`config.mk`:
```
export PLATFORM = sky130hd
export DESIGN_NAME = multicycle_controller
export DESIGN_NICKNAME = d
export VERILOG_FILES = /design/src/rtl/multicycle_controller.sv
export SDC_FILE = /design/constraint.sdc
export NUM_CORES = 1
export LEC_CHECK = 0
export CORE_UTILIZATION = 35
export CTS_CLUSTER_SIZE = 24
export DETAILED_ROUTE_END_ITERATION = 7
export PLACE_DENSITY = 0.56
export SETUP_SLACK_MARGIN = 0.2
export SLEW_MARGIN = 25
export SYNTH_ARGS = -nofsm -noshare
export SYNTH_HDL_FRONTEND = slang
export SYNTH_SLANG_ARGS = --single-unit
```
`constraint.sdc`:
```
create_clock -name clk -period 3.55 [get_ports clk]
set_input_delay 0.8875 -clock clk [delete_from_list [all_inputs] [get_ports clk]]
set_output_delay 0.8875 -clock clk [all_outputs]
set_load 0.01 [all_outputs]
```
`src/rtl/multicycle_controller.sv`:
```
// rtl/multicycle_controller.sv - multi-cycle RV32I control FSM with memory handshake watchdog
module multicycle_controller #(
  parameter int MEM_TIMEOUT = 255,
  parameter int CNT_W       = 8
) (
  input  logic       clk,
  input  logic       rst_n,
  input  logic [6:0] opcode,
  input  logic       branch_taken,
  input  logic       mem_ready,
  output logic [2:0] imm_src,
  output logic [1:0] alu_src_a,
  output logic [1:0] alu_src_b,
  output logic [1:0] alu_op,
  output logic [1:0] result_src,
  output logic       adr_src,
  output logic       mem_req,
  output logic       mem_write,
  output logic       ir_write,
  output logic       pc_write,
  output logic       reg_write,
  output logic       retire,
  output logic       trap,
  output logic       trap_cause,
  output logic [3:0] state_dbg
);

  typedef enum logic [3:0] {
    S_RESET    = 4'd0,
    S_FETCH    = 4'd1,
    S_DECODE   = 4'd2,
    S_MEMADR   = 4'd3,
    S_MEMREAD  = 4'd4,
    S_MEMWB    = 4'd5,
    S_MEMWRITE = 4'd6,
    S_EXECR    = 4'd7,
    S_EXECI    = 4'd8,
    S_ALUWB    = 4'd9,
    S_BRANCH   = 4'd10,
    S_JAL      = 4'd11,
    S_UTYPE    = 4'd12,
    S_TRAP     = 4'd15
  } state_t;

  localparam logic [6:0] OP_LOAD   = 7'b0000011;
  localparam logic [6:0] OP_STORE  = 7'b0100011;
  localparam logic [6:0] OP_RTYPE  = 7'b0110011;
  localparam logic [6:0] OP_ITYPE  = 7'b0010011;
  localparam logic [6:0] OP_BRANCH = 7'b1100011;
  localparam logic [6:0] OP_JAL    = 7'b1101111;
  localparam logic [6:0] OP_LUI    = 7'b0110111;
  localparam logic [6:0] OP_AUIPC  = 7'b0010111;

  localparam logic [CNT_W-1:0] TIMEOUT = CNT_W'(MEM_TIMEOUT);

  // Static per-state controls; fetch/branch/mem_write flags gate the handshake-qualified strobes.
  typedef struct packed {
    logic [1:0] alu_src_a;
    logic [1:0] alu_src_b;
    logic [1:0] alu_op;
    logic [1:0] result_src;
    logic       adr_src;
    logic       mem_req;
    logic       mem_write;
    logic       reg_write;
    logic       pc_write;
    logic       retire;
    logic       fetch;
    logic       branch;
    logic       trap;
  } ctrl_t;

  state_t           state;
  state_t           state_n;
  ctrl_t            ctrl_q;
  logic [CNT_W-1:0] wait_cnt;
  logic             trap_cause_q;
  logic             trap_cause_n;
  logic             wait_expired;

  function automatic ctrl_t decode_ctrl(input state_t s, input logic op5);
    ctrl_t c;
    c = '0;
    case (s)
      S_FETCH: begin
        c.mem_req    = 1'b1;
        c.alu_src_b  = 2'b10;
        c.result_src = 2'b10;
        c.fetch      = 1'b1;
      end
      S_DECODE: begin
        c.alu_src_a = 2'b01;
        c.alu_src_b = 2'b01;
      end
      S_MEMADR: begin
        c.alu_src_a = 2'b10;
        c.alu_src_b = 2'b01;
      end
      S_MEMREAD: begin
        c.adr_src = 1'b1;
        c.mem_req = 1'b1;
      end
      S_MEMWB: begin
        c.result_src = 2'b01;
        c.reg_write  = 1'b1;
        c.retire     = 1'b1;
      end
      S_MEMWRITE: begin
        c.adr_src   = 1'b1;
        c.mem_req   = 1'b1;
        c.mem_write = 1'b1;
      end
      S_EXECR: begin
        c.alu_src_a = 2'b10;
        c.alu_op    = 2'b10;
      end
      S_EXECI: begin
        c.alu_src_a = 2'b10;
        c.alu_src_b = 2'b01;
        c.alu_op    = 2'b10;
      end
      S_ALUWB: begin
        c.reg_write = 1'b1;
        c.retire    = 1'b1;
      end
      S_BRANCH: begin
        c.alu_src_a = 2'b10;
        c.alu_op    = 2'b01;
        c.branch    = 1'b1;
        c.retire    = 1'b1;
      end
      S_JAL: begin
        c.alu_src_a = 2'b01;
        c.alu_src_b = 2'b10;
        c.pc_write  = 1'b1;
      end
      S_UTYPE: begin
        // lui adds to zero, auipc adds to the instruction's own PC
        c.alu_src_a = op5 ? 2'b11 : 2'b01;
        c.alu_src_b = 2'b01;
      end
      S_TRAP:  c.trap = 1'b1;
      default: c = '0;
    endcase
    return c;
  endfunction

  assign wait_expired = (wait_cnt == TIMEOUT);

  always_comb begin
    state_n      = state;
    trap_cause_n = trap_cause_q;
    case (state)
      S_RESET: state_n = S_FETCH;
      S_FETCH: begin
        if (mem_ready) begin
          state_n = S_DECODE;
        end else if (wait_expired) begin
          state_n      = S_TRAP;
          trap_cause_n = 1'b1;
        end
      end
      S_DECODE: begin
        case (opcode)
          OP_LOAD, OP_STORE: state_n = S_MEMADR;
          OP_RTYPE:          state_n = S_EXECR;
          OP_ITYPE:          state_n = S_EXECI;
          OP_BRANCH:         state_n = S_BRANCH;
          OP_JAL:            state_n = S_JAL;
          OP_LUI, OP_AUIPC:  state_n = S_UTYPE;
          default: begin
            state_n      = S_TRAP;
            trap_cause_n = 1'b0;
          end
        endcase
      end
      S_MEMADR: state_n = opcode[5] ? S_MEMWRITE : S_MEMREAD;
      S_MEMREAD: begin
        if (mem_ready) begin
          state_n = S_MEMWB;
        end else if (wait_expired) begin
          state_n      = S_TRAP;
          trap_cause_n = 1'b1;
        end
      end
      S_MEMWRITE: begin
        if (mem_ready) begin
          state_n = S_FETCH;
        end else if (wait_expired) begin
          state_n      = S_TRAP;
          trap_cause_n = 1'b1;
        end
      end
      S_MEMWB, S_ALUWB, S_BRANCH:       state_n = S_FETCH;
      S_EXECR, S_EXECI, S_JAL, S_UTYPE: state_n = S_ALUWB;
      S_TRAP:                           state_n = S_TRAP;
      default: begin
        state_n      = S_TRAP;
        trap_cause_n = 1'b0;
      end
    endcase
  end

  always_ff @(posedge clk or negedge rst_n) begin
    if (!rst_n) begin
      state        <= S_RESET;
      ctrl_q       <= '0;
      wait_cnt     <= '0;
      trap_cause_q <= 1'b0;
    end else begin
      state        <= state_n;
      ctrl_q       <= decode_ctrl(state_n, opcode[5]);
      trap_cause_q <= trap_cause_n;
      if (state_n != state) begin
        wait_cnt <= '0;
      end else if (ctrl_q.mem_req && !mem_ready && !wait_expired) begin
        wait_cnt <= wait_cnt + CNT_W'(1);
      end
    end
  end

  always_comb begin
    case (opcode)
      OP_LOAD, OP_ITYPE: imm_src = 3'b000;
      OP_STORE:          imm_src = 3'b001;
      OP_LUI, OP_AUIPC:  imm_src = 3'b010;
      OP_BRANCH:         imm_src = 3'b101;
      OP_JAL:            imm_src = 3'b110;
      default:           imm_src = 3'b000;
    endcase
  end

  assign alu_src_a  = ctrl_q.alu_src_a;
  assign alu_src_b  = ctrl_q.alu_src_b;
  assign alu_op     = ctrl_q.alu_op;
  assign result_src = ctrl_q.result_src;
  assign adr_src    = ctrl_q.adr_src;
  assign mem_req    = ctrl_q.mem_req;
  assign mem_write  = ctrl_q.mem_write;
  assign reg_write  = ctrl_q.reg_write;
  assign ir_write   = ctrl_q.fetch & mem_ready;
  assign pc_write   = ctrl_q.pc_write | (ctrl_q.fetch & mem_ready) | (ctrl_q.branch & branch_taken);
  assign retire     = ctrl_q.retire | (ctrl_q.mem_write & mem_ready);
  assign trap       = ctrl_q.trap;
  assign trap_cause = trap_cause_q;
  assign state_dbg  = state;

endmodule

```
Yosys cells after proc, flatten, opt, wreduce, memory -nomap -nowiden. Cells that the tools add are included.

Flip-flop bits (word level): 30.

Add/subtract/negate cells: 1. Equality and inequality tests: 39. Multiplexer cells: 28. Bitwise gates (word level): 7. Reductions and logical operators: 23.

Operator list (number): equality test 4 bit, second input constant (12); equality test 4 x 3 -> 1 bit, second input constant (8); case mux 4 bit (7 select lines) (1); case mux 4 bit (6 select lines) (1); equality test 7 x 6 -> 1 bit, second input constant (3); equality test 4 x 2 -> 1 bit, second input constant (4); two-way mux 4 bit (4); two-way mux 8 bit (2); OR reduction 4 bit (4); equality test 7 x 5 -> 1 bit, second input constant (2); equality test 7 bit, second input constant (2); OR reduction 2 bit (7); two-way mux 1 bit (12); case mux 2 bit (2 select lines) (3); case mux 3 bit (4 select lines) (1); OR reduction 10 bit (1); OR reduction 3 bit (3); adder 8 x 1 -> 8 bit, second input constant (1); equality test 4 x 1 -> 1 bit, second input constant (2); equality test 8 bit, second input constant (1); OR reduction 8 bit (1); equality test 7 x 2 -> 1 bit, second input constant (1); case mux 2 bit (3 select lines) (1); zero test 4 bit (1); other kinds (12) (20).

Logic depth before layout (Yosys ltp). Gate-level depths: netlist (run 1).

Word-level depth: 7. Gate-level depth with buffers: 11. Gate-level depth less buffers: 8.

Worst setup path before layout (run 1). OpenSTA, ideal clock, no wires.

Path type: input-to-reg. Start: input opcode[3]. End: register ctrl_q, in the netlist alu_src_a[0]. Setup time: 69 ps. Data arrival time: 2619 ps. Setup slack: 862 ps. Cell stages on the path: 10. Buffers on the path: 3. Cells stage by stage: buf_6 -> or2_1 -> buf_2 -> a2111o_1 -> a21oi_1 -> and2_1 -> buf_6 -> inv_2 -> or4_1 -> nand3_1.

Cells in the longest elaborated chain, start to end: 7. Elaborated cells between the ends (all ways): 22.

Ends and longest elaborated chain: start: declaration (line 8) `input logic [6:0] opcode,`; equality test 7 x 6 -> 1 bit (tied with other cells) (line 164) `case (opcode)`; OR reduction 2 bit (line 164); case mux 4 bit (6 select lines) * (line 164); case mux 4 bit (7 select lines) * (line 153) `case (state)`; equality test 4 bit (tied with other cells) (line 84) `case (s)`; OR reduction 4 bit (no line) or OR reduction 2 bit (tied branches); case mux 2 bit (3 select lines) * (line 84); end signal: assignment (line 212) `ctrl_q <= decode_ctrl(state_n, opcode[5]);`; end: declaration (line 75) `ctrl_t ctrl_q;`.

Mark *: on every way between the ends. The rest lies on a longest branch, timed or not. A chain may end at the register's enable or synchronous reset.

Final worst setup path (run 1).
Start: input opcode[2]. End: output imm_src[2].

Cells in the longest elaborated chain, start to end: 3. Elaborated cells between the ends (all ways): 7.

Ends and longest elaborated chain: equality test 7 x 6 -> 1 bit or equality test 7 x 5 -> 1 bit (tied branches) (line 223) `case (opcode)`; OR reduction 2 bit (line 223); case mux 3 bit (4 select lines) * (line 223); end: declaration (line 11) `output logic [2:0] imm_src,`.

Marks and branches as above.

==> impl_metrics.env, run 1 <==
export IMPL_start_kind="input pin"
export IMPL_arrival_ns=2.38
export IMPL_vias=1497
export IMPL_die_area_um2=5343
export IMPL_io_pins=35
export IMPL_ys_types=55
export IMPL_slowest_delay_ns=0.57
export IMPL_critPathSlowestCell="clkdlybuf4s50_1"
export IMPL_overflow=0
export IMPL_syn_area_um2=1769
export IMPL_worstMarginPinSlew_ns=0.5862
export IMPL_cts_max_level=1
export IMPL_crit_family="buffers and inverters"
export IMPL_routed_wirelength_mm=4.177
export IMPL_p_int_w=0.0009661
export IMPL_wl_per_cell_um=14.45
export IMPL_start_util_pct=36.97
export IMPL_antenna_found_initial=0
export IMPL_die_h_um=73.10
export IMPL_gp_congestion=0.9541
export IMPL_gr_usage_all_layers_pct=17.04
export IMPL_fin_skew_ns=0.003230
export IMPL_yosys_area_top_type="dfrtp_1"
export IMPL_fillers=466
export IMPL_max_cap_violations=0
export IMPL_path_buf_inv=2
export IMPL_drcViolationCount=0
export IMPL_cpMostUsedCell="clkdlybuf4s50_1"
export IMPL_crit_required_ns=2.66
export IMPL_synthCells=191
export IMPL_finalCritPeriodShare_pct=91.98
export IMPL_vdd_ir_drop_max_mv=0.3658
export IMPL_switching_share_pct=40.29
export IMPL_place_hpwl_mm=3.096
export IMPL_ant_nets=0
export IMPL_avgSynthCellArea_um2=9.263
export IMPL_viasPerCell=5.180
export IMPL_hold_path_class="flop to flop"
export IMPL_cts_tree="built"
export IMPL_p_per_area_nw_per_um2=723.7
export IMPL_drt_first_pass_iters=6
export IMPL_ys_ff_latch=28
export IMPL_placed_cells=282
export IMPL_status="complete, no violations"
export IMPL_worstPathCellList="clkdlybuf4s50_1 -> or2_4 -> a211oi_1 -> clkdlybuf4s50_1"
export IMPL_diodes=0
export IMPL_instances_no_fill=289
export IMPL_cts_clk_slew_worst_paths_ns=0.09
export IMPL_yosysMostFrequentCell="dfrtp_1"
export IMPL_setup_viol=0
export IMPL_synth_area_leaders="dfrtp_1 (40%), nor2_1 (4.2%), a21oi_1 (3.7%)"
export IMPL_drive_gt1_share_pct=12.16
export IMPL_grt_pass1_vias=1521
export IMPL_leakage_nw=0.9522
export IMPL_cp_end_kind="output pin"
export IMPL_nets=235
export IMPL_rsz0062_at_grt="false"
export IMPL_syn_to_final_growth_pct=26.38
export IMPL_reg2reg_depth=6
export IMPL_fin_tns_setup_ns=0
export IMPL_synth_ff_type="dfrtp_1"
export IMPL_hold_violations=0
export IMPL_maxSlewHeadroom_pct=60.68
export IMPL_clockRootBuffer="clkbuf_8"
export IMPL_dieWidth_um=73.10
export IMPL_synth_edf_count=0
export IMPL_critPathMaxFanout=6
export IMPL_cts_buffer_depth=2
export IMPL_p_switching_w=0.0006520
export IMPL_seq_power_share_pct=31.1
export IMPL_io_buffers=34
export IMPL_syn_num_nets=203
export IMPL_comb_power_share_pct=53.6
export IMPL_rows=25
export IMPL_synth_top_cells_by_count="dfrtp_1 (28), nor2_1 (20), a21oi_1 (13)"
export IMPL_grt_start_max_net_pins=29
export IMPL_synth_top_area_share_pct=39.60
export IMPL_ctsHoldBuffers=0
export IMPL_cp_depth=4
export IMPL_slew_violations=0
export IMPL_p_clk_share_pct=15.4
export IMPL_coreArea_um2=4786
export IMPL_dr_first_iter_drc_count=81
export IMPL_clock_sinks=28
export IMPL_ys_warn_count=0
export IMPL_holdPathStages=1
export IMPL_path_class="input pin to output pin"
export IMPL_async_flop_share_pct=100.0
export IMPL_clk_latency_ns=0.27
export IMPL_grt_pass1_wl_mm=7.031
export IMPL_max_freq_mhz=306.2
export IMPL_ys_seq_area_share_pct=39.60
export IMPL_cts_buffers=3
export IMPL_min_period_ns=3.265
-- power groups by stage --
stage / combinational (W) / sequential [W] / clock (W)
after CTS: 0.000871 / 0.000501 / 0.000257
after global placement: 0.000855 / 0.000506 / 0
after global routing: 0.000965 / 0.000517 / 0.000273
after floorplan: 0.000643 / 0.000476 / 0
after detailed placement: 0.000865 / 0.000508 / 0
final: 0.000867 / 0.000503 / 0.000249
-- timing repair --
action / 4_1_cts / 5_1_grt
setup buffers: 2 / 1
endpoints found under the setup margin: 2 / 3
pin swaps: 0 / 1
gates resized for setup: 6 / 2
-- state kept, by name (all words and copies together) (netlist names) --
signal,flops
adr_src,1
alu_op,2
alu_src_a,2
alu_src_b,2
ctrl_q,3
mem_req,1
mem_write,1
reg_write,1
result_src,1
state_dbg,4
trap,1
trap_cause,1
wait_cnt,8
-- path summary, 6_finish.rpt --
check	slack, ns	endpoint	startpoint
setup / recovery	0.28	imm_src[2]	opcode[2]
hold reg to reg	0.52	trap_cause$_DFFE_PN0P_	trap_cause$_DFFE_PN0P_
hold / removal	0.52	trap_cause$_DFFE_PN0P_	trap_cause$_DFFE_PN0P_
min in group asynchronous	0.98	wait_cnt[2]$_DFFE_PN0P_	rst_n
setup reg to reg	1.08	mem_req$_DFF_PN0_	state_dbg[0]$_DFF_PN0_
max in group asynchronous	2.31	state_dbg[1]$_DFF_PN0_	rst_n
-- final cells by class --
type / instances / area [µm²] / area share [%]
Multi-Input combinational cell: 135 / 914.6 / 40.91
Sequential cell: 28 / 700.7 / 31.34
Timing Repair Buffer: 46 / 431.7 / 19.31
Tap cell: 67 / 83.83 / 3.749
Clock buffer: 3 / 41.29 / 1.847
Inverter: 9 / 33.78 / 1.511
Clock inverter: 1 / 30.03 / 1.343
-- worst register-to-register path, stage by stage (launching register included) --
cell	delay [ns]
dfrtp_1	0.67
or3b_1	0.47
a2111oi_2	0.39
or3_1	0.22
buf_4	0.20
mux2_2	0.35
nor2_1	0.11
-- routing by layer --
metal  vias to the layer above  share of wire (%)  wire length (µm)  global-route usage (%)
met1                       703                 47              1952                   22.34
met4                         0                1.7                72                   8.279
met2                        40                 47              1950                   27.26
met3                         7                4.8               202                   2.762
li1                        747                  -                 -                       -
met5                         -                  0                 0                       0
-- cells by family (layout without fill, tap and decap cells) --
| group | count (synthesis) | count (layout) | synth area share (%) |
|---|---|---|---|
| and+or+nand+nor | 74 | 74 | 23.83 |
| AOI/OAI and AO/OA | 47 | 47 | 19.38 |
| xor gates and xnor gates | 10 | 10 | 4.951 |
| adders and majority gates | 1 | 1 | 0.7071 |
| muxes | 3 | 3 | 1.839 |
| DFF | 28 | 28 | 39.60 |
| buffers and inverters | 28 | 59 | 9.689 |
-- stage by stage --
step                      total power, W  setup slack (ns)  instance area [µm²]  hold slack, ns  util (%)
after CTS                       0.001629            0.2008                 2223          0.5246     46.46
after detailed placement        0.001372           0.07654                 2123          0.5050     44.37
after global routing            0.001755            0.2351                 2236          0.5495     46.72
after floorplan                 0.001120            0.8621                 1769          0.5245         -
after global placement          0.001361            0.1494                 2123          0.5012     44.37
final                           0.001618            0.2846                 2236          0.5162     46.72
-- cell usage in the layout (no fill, tap or decap), drive strengths merged, types with 3 or more instances in the layout --
master,n
clkdlybuf4s50,29
dfrtp,28
nor2,20
a21oi,13
nand2,12
buf,12
inv,9
xnor2,7
nand2b,6
a211oi,5
nand4,5
nand3,5
nor3,5
o21ai,5
xor2,3
a21o,3
clkbuf,3
dlygate4sd2,3
No activity file was read; power rests on OpenSTA's default activity.
==> run 2: changes to the inputs <==
clock period = 3.38 ns   (was 3.55 ns; I/O delays follow)
==> run 2 against run 1 <==
Non-clock buffer count increased by 4. Clock-buffer cell count did not move. Core utilization down 0.10 points. Clock skew up 0.0038 ns. Worst setup slack better by 0.048 ns. Critical path depth is the same. Critical path type unchanged. Largest power group unchanged. Highest routed layer unchanged.
==> impl_metrics.env, run 2 (synthesis gave the netlist of run 1 again) <==
export IMPL_dieWidth_um=73.10
export IMPL_placedInstanceArea_um2=2168
export IMPL_overflow=0
export IMPL_cts_tree="built"
export IMPL_p_per_area_nw_per_um2=740.6
export IMPL_critPathMaxFanout=3
export IMPL_dr_first_iter_drc_count=69
export IMPL_layout_common_cells="dfrtp_1 (28), clkdlybuf4s50_1 (27), nor2_1 (20)"
export IMPL_cts_buffers=3
export IMPL_clock_sinks=28
export IMPL_final_common_cell="dfrtp_1"
export IMPL_clockRootBuffer="clkbuf_8"
export IMPL_io_buffers=34
export IMPL_placed_cells=288
export IMPL_gp_congestion=0.9348
export IMPL_vias=1511
export IMPL_instances_no_fill=292
export IMPL_slew_violations=0
export IMPL_start_kind="input pin"
export IMPL_cts_clk_slew_worst_paths_ns=0.09
export IMPL_path_class="input pin to output pin"
export IMPL_io_pins=35
export IMPL_final_area_um2=2231
export IMPL_start_util_pct=36.97
export IMPL_max_freq_mhz=328.1
export IMPL_leakage_nw=0.9629
export IMPL_vdd_ir_drop_max_mv=0.3881
export IMPL_ant_nets=0
export IMPL_grt_pass1_wl_mm=6.755
export IMPL_wl_per_cell_um=14.19
export IMPL_finish_utilization_pct=46.61
export IMPL_max_cap_violations=0
export IMPL_die_area_um2=5343
export IMPL_crit_required_ns=2.53
export IMPL_rows=25
export IMPL_rsz0062_at_grt="false"
export IMPL_coreArea_um2=4786
export IMPL_diodes=0
export IMPL_arrival_ns=2.20
export IMPL_grt_pass1_vias=1450
export IMPL_cp_end_kind="output pin"
export IMPL_setup_viol=0
export IMPL_cts_buffer_depth=2
export IMPL_hold_violations=0
export IMPL_drt_first_pass_iters=4
export IMPL_min_period_ns=3.047
export IMPL_syn_to_final_growth_pct=26.10
export IMPL_maxSlewHeadroom_pct=67.15
export IMPL_drcViolationCount=0
export IMPL_viasPerCell=5.175
export IMPL_drive_gt1_share_pct=12.89
export IMPL_gr_usage_all_layers_pct=16.33
export IMPL_largest_register_ffs=8
export IMPL_routed_wirelength_mm=4.144
export IMPL_finalCritPeriodShare_pct=90.16
export IMPL_nets=239
export IMPL_grt_start_max_net_pins=29
export IMPL_clk_latency_ns=0.27
export IMPL_fin_skew_ns=0.007032
export IMPL_worstMarginPinSlew_ns=0.4927
export IMPL_cts_max_level=1
export IMPL_place_hpwl_mm=3.113
export IMPL_die_h_um=73.10
export IMPL_ctsHoldBuffers=0
export IMPL_top_register="wait_cnt"
export IMPL_status="complete, no violations"
export IMPL_power_total_w=0.001652
export IMPL_hold_path_class="flop to flop"
export IMPL_fin_tns_setup_ns=0
export IMPL_antenna_found_initial=0
## run 2: path summary, 6_finish.rpt
path / depth (start not counted) / endpoint / slack, ns / from
worst max-delay path: 4 / imm_src[0] / 0.33 / opcode[1]
worst min-delay path: 1 / trap_cause$_DFFE_PN0P_ / 0.52 / trap_cause$_DFFE_PN0P_
worst max register to register: 6 / mem_req$_DFF_PN0_ / 0.93 / state_dbg[0]$_DFF_PN0_
worst min register to register: 1 / trap_cause$_DFFE_PN0P_ / 0.52 / trap_cause$_DFFE_PN0P_
max in group asynchronous: 2 / alu_op[1]$_DFF_PN0_ / 2.18 / rst_n
min in group asynchronous: 2 / wait_cnt[1]$_DFFE_PN0P_ / 0.94 / rst_n
## run 2: report_power, final
part	internal (W)	leakage (nW)	switching, W
logic	0.000474	0.568	0.000475
registers	0.000421	0.373	0.000105
clock network	0.0000800	0.0216	0.0000973
## run 2: layer usage
metal / track usage [%] / share of wire [%] / wire length [µm] / vias to the layer above
met3: 1.657 / 3.2 / 132 / 6
met1: 20.55 / 47 / 1967 / 720
li1: - / - / - / 756
met2: 28.50 / 47 / 1965 / 29
met5: 0 / 0 / 0 / -
met4: 6.536 / 1.9 / 78 / 0
## run 2: per-stage QoR
step	setup WS (ns)	hold slack (ns)
after floorplan	0.7346	0.5245
after global placement	0.1252	0.5056
after detailed placement	0.07287	0.5125
after CTS	0.2178	0.5319
after global routing	0.2243	0.5470
final	0.3325	0.5209
## run 2: what timing repair did
item / in CTS / in global routing
resized for setup: 7 / 2
endpoints found under the setup margin: 4 / 2
hold endpoints to repair: 0 / 0
setup buffers: 1 / 0
## run 2: critical path, stage by stage
cell and delay (ns):
clkdlybuf4s50_1 0.51, nand4b_1 0.17, nor2_1 0.13, clkdlybuf4s50_1 0.54
## run 2: area by class of cell
| cell class | count | area (µm²) |
|---|---|---|
| Timing Repair Buffer | 50 | 459.2 |
| Inverter | 9 | 33.78 |
| Fill cell | 470 | 2555 |
| Sequential cell | 28 | 700.7 |
| Tap cell | 67 | 83.83 |
| Clock buffer | 3 | 41.29 |
| Multi-Input combinational cell | 135 | 912.1 |
